File: config.mk
export PLATFORM = sky130hd
export DESIGN_NAME = sreg_ctrl
export DESIGN_NICKNAME = d
export VERILOG_FILES = /design/src/rtl/sreg_pkg.sv /design/src/rtl/sreg_ctrl.sv
export SDC_FILE = /design/constraint.sdc
export NUM_CORES = 1
export LEC_CHECK = 0
export ABC_CLOCK_PERIOD_IN_PS = 1900
export CORE_MARGIN = 1
export CORE_UTILIZATION = 25
export DETAILED_ROUTE_END_ITERATION = 10
export PLACE_DENSITY = 0.49
export SLEW_MARGIN = 20
export SYNTH_ARGS = -nofsm -noshare
export SYNTH_HDL_FRONTEND = slang
export SYNTH_SLANG_ARGS = --single-unit
File: constraint.sdc
create_clock -name clk -period 1.9 [get_ports clk]
set_input_delay 0.38 -clock clk [delete_from_list [all_inputs] [get_ports clk]]
set_output_delay 0.38 -clock clk [all_outputs]
set_load 0.01 [all_outputs]
File: src/rtl/sreg_pkg.sv
// rtl/sreg_pkg.sv - shared defaults and state type for the shift-register controller
package sreg_pkg;

    localparam int WIDTH_DEF = 42;
    localparam int OUT_W_DEF = 2;
    localparam int CNT_W     = 6;

    typedef enum logic [1:0] {
        IDLE  = 2'd0,
        LOAD  = 2'd1,
        SHIFT = 2'd2,
        DONE  = 2'd3
    } state_e;

endpackage

File: src/rtl/sreg_ctrl.sv
// rtl/sreg_ctrl.sv - loads a pixel word into an external shift register and collects its serial output
module sreg_ctrl
    import sreg_pkg::*;
#(
    parameter int WIDTH = WIDTH_DEF,
    parameter int OUT_W = OUT_W_DEF
) (
    input  logic             clk,
    input  logic             rst_n,
    input  logic [WIDTH-1:0] data_in,
    input  logic [OUT_W-1:0] sreg_in,
    input  logic             ready,
    output logic             shift,
    output logic [WIDTH-1:0] data_out,
    output logic [WIDTH-1:0] rx_data,
    output logic             done
);

    localparam logic [CNT_W-1:0] LAST_CNT = CNT_W'(WIDTH - 1);

    state_e           state_q, state_d;
    logic [CNT_W-1:0] cnt_q, cnt_d;
    logic             ready_q;
    logic [WIDTH-1:0] data_out_q, data_out_d;
    logic [WIDTH-1:0] rx_q, rx_d;
    logic             unused_taps;

    assign unused_taps = ^sreg_in[OUT_W-2:0];

    always_ff @(posedge clk or negedge rst_n) begin
        if (!rst_n) begin
            state_q    <= IDLE;
            cnt_q      <= '0;
            ready_q    <= 1'b0;
            data_out_q <= '0;
            rx_q       <= '0;
        end else begin
            state_q    <= state_d;
            cnt_q      <= cnt_d;
            ready_q    <= ready;
            data_out_q <= data_out_d;
            rx_q       <= rx_d;
        end
    end

    always_comb begin
        state_d    = state_q;
        cnt_d      = cnt_q;
        data_out_d = data_out_q;
        rx_d       = rx_q;
        unique case (state_q)
            IDLE: begin
                // Only a fresh rising edge starts a transfer; a held-high ready is ignored.
                if (ready && !ready_q) begin
                    state_d    = LOAD;
                    data_out_d = data_in;
                end
            end
            LOAD: begin
                state_d = SHIFT;
                cnt_d   = '0;
            end
            SHIFT: begin
                rx_d  = {rx_q[WIDTH-2:0], sreg_in[OUT_W-1]};
                cnt_d = cnt_q + CNT_W'(1);
                if (cnt_q == LAST_CNT) begin
                    state_d = DONE;
                    cnt_d   = '0;
                end
            end
            DONE: begin
                state_d = IDLE;
            end
            default: begin
                state_d = IDLE;
            end
        endcase
    end

    // Outputs come straight from registers so nothing on the inputs reaches them combinationally.
    assign shift    = (state_q == SHIFT);
    assign done     = (state_q == DONE);
    assign data_out = data_out_q;
    assign rx_data  = rx_q;

endmodule

==> impl_metrics.ini <==
[layout]
drive_above_1_share_pct = 30.2
final_area_sq_mm = 0.00550
num-fill-cells = 1351
n_antenna_cell = 0
area_growth_pct = 52.4
final_nets = 419

[placed_design]
gp_congestion = 0.669
dp_hpwl_mm = 5.51
portBuffers = 131
placedInstanceArea_sq_mm = 0.00519

[worst_setup_path]
reg2reg_slack_ns = 0.28
timing.rr.end = state_q[1]
slowest_delay_ns = 0.47
critical_path.max_fanout = 4
worstPathRequired_ns = 1.52
crit_path_top_delay_cell = clkdlybuf4s50_1
arrival_ns = 1.44
crit_path_start = state_q[1]
crit_path_start_kind = register
path_class = reg2out
path_cells = ha_1 -> clkdlybuf4s50_1
worst_r2r_path_depth = 3
end_kind = primary output
worstReg2RegStart = cnt_q[2]

[clock_network]
post_cts_buffers = 0
cts_buffers = 9
cts-root-buf = clkbuf_16
clk_pin_slew_worst_paths_ns = 0.07
htree_num_levels = 3
clk_latency_ns = 0.34
cts.sinks = 93
cts.path.max_buffers = 2
cts_tree = done

[logic_synthesis]
ys_top_cells_by_count = 93 x dfrtp_1, 84 x mux2_2, 6 x ha_1
ys_types = 27
synthSimpleGateAreaFrac_pct = 1.84
synth_top_family_by_area = multiplexers
synth.area.top_cells = dfrtp_1 65%, mux2_2 26%, ha_1 2.1%
synth_edf_count = 0
synthXorXnorAreaFrac_pct = 0.243
synthFlopType = dfrtp_1
synth_cells = 226
synth_fp_nets = 279
ys_seq_area_share_pct = 64.5
synth_seq_cells = 93
avgSynthCellArea_sq_um = 16.0
synth-compound-area-share_pct = 2.39
synth_top_area_cell = dfrtp_1
synth.most_common_cell = dfrtp_1
yosysWarnings = 0
async_flop_share_pct = 100
synthAdderAreaFrac_pct = 2.08
netlist_area_sq_mm = 0.00361
synth_top_area_share_pct = 64.5
synth.mux.area_fraction_pct = 27.2

[floorplanning]
ios = 133
fp.coreArea_sq_mm = 0.0140
fp.dieH_um = 122
rows = 43
die-width_um = 122
start_util_pct = 25.8
dieArea_sq_mm = 0.0149

[route]
vias = 2312
detail-route-antenna-nets = 0
wl_per_cell_um = 14.3
firstDrtPassIters = 4
viasPerCell = 4.20
drt_iter0_markers = 33
drc_errors = 0
wl_mm = 7.88

[grt]
grtUsageTotal_pct = 11.1
overflow = 0
antenna_found_initial = 0
grt_pass1_vias = 2403
grt_pass1_wl_mm = 12.4
grt_max_degree = 43

[pwr]
pwr_density_cell_mw_per_mm2 = 1500
p_leak_nw = 2.37
peakVddDrop_uv = 548

[sta]
setup_violations = 0
clock.fmax_ghz = 0.551
period_share_pct = 95.5
min_period_ns = 1.82
rsz0062_at_grt = no
whs_ns = 0.486
setup-tns-final_ns = 0
hold_viol = 0
worstMarginPinSlew_ns = 0.362
max-slew-margin-rel_pct = 75.7
slew_viol_final = 0
fin_skew_ns = 0.00815

[hold_path]
hp-class = in2async

[run_status]
status = finished clean

[flow_run]
maxCapViolCount = 0
## flip-flops by register name, indices dropped and copies added (netlist names)
| register | count |
|---|---|
| data_out | 42 |
| rx_data | 42 |
| cnt_q | 6 |
| state_q | 2 |
| ready_q | 1 |
## power breakdown
part	internal, mW	switching [mW]	total (mW)	leakage [nW]
Clock	0.956	0.766	1.72	0.130
Sequential	2.68	0.396	3.07	1.18
Combinational	2.12	1.33	3.45	1.06
Total	5.75	2.49	8.24	2.37
## worst max-delay path by stage
stage | cells past startpoint | slack [ns] | to
2_1_floorplan | 5 | 0.16 | rx_data[10]
3_3_place_gp | 4 | 0.12 | state_q[1]
3_5_place_dp | 4 | 0.12 | state_q[1]
4_1_cts | 2 | 0.02 | done
5_1_grt | 2 | 0.03 | done
6_report | 2 | 0.08 | done
## cells in the final DEF, fill, tap and decap left out, types with 2 or more instances in the layout
cell type and instances:
clkdlybuf4s50_1 129, dfrtp_1 92, mux2_2 84, clkbuf_16 9, ha_1 5, buf_4 5, inv_1 4, clkinvlp_4 4
nand2b_1 3, buf_12 3, a21oi_1 2, nand2_1 2, mux2i_1 2, o22ai_1 2, o21ai_0 2, clkbuf_8 2
## repair_timing
item	in CTS	in global routing
gates resized for setup	3	1
hold endpoints to repair	18	0
endpoints found under the setup margin	1	1
hold buffers	1	0
## critical path, delay by kind of cell, from the launching register on
family,cells,cell delay (ns)
buffers and inverters,1,0.47
DFF,1,0.44
adders and majority gates,1,0.18
## cell type report
cell class	count	area [sq um]	area share, %
repair buffers	139	1410	25.6
inverters	5	18.8	0.341
multi-input cells	118	1230	22.4
clock inverters	5	35.0	0.637
well taps	180	225	4.10
clock buffers	11	253	4.60
flip-flops and latches	93	2330	42.4
## per-stage QoR
| step | cells | power [mW] | setup slack [ns] | utilization [%] |
|---|---|---|---|---|
| after CTS | 551 | 8.41 | 0.0220 | 39.3 |
| after global placement | 534 | 6.54 | 0.124 | 37.1 |
| final | 551 | 8.24 | 0.0846 | 39.3 |
| after floorplan | 226 | 4.72 | 0.164 | - |
| after global routing | 551 | 8.79 | 0.0261 | 39.3 |
| after detailed placement | 534 | 6.60 | 0.118 | 37.1 |
## kinds of logic after synthesis
family          count (synthesis)
flops                          93
mux                            87
buf+inv                        15
xor+xnor                        1
compound gates                 13
simple gates                   11
fa+ha+maj                       6
## layer usage
metal | vias to the layer above | routed length, um | global-route usage, %
met5 | - | 0 | 0
met4 | 0 | 154 | 6.17
met3 | 10 | 592 | 4.49
met2 | 66 | 3810 | 17.1
met1 | 1152 | 3320 | 13.1
li1 | 1084 | - | -
No activity file was read; power rests on OpenSTA's default activity.
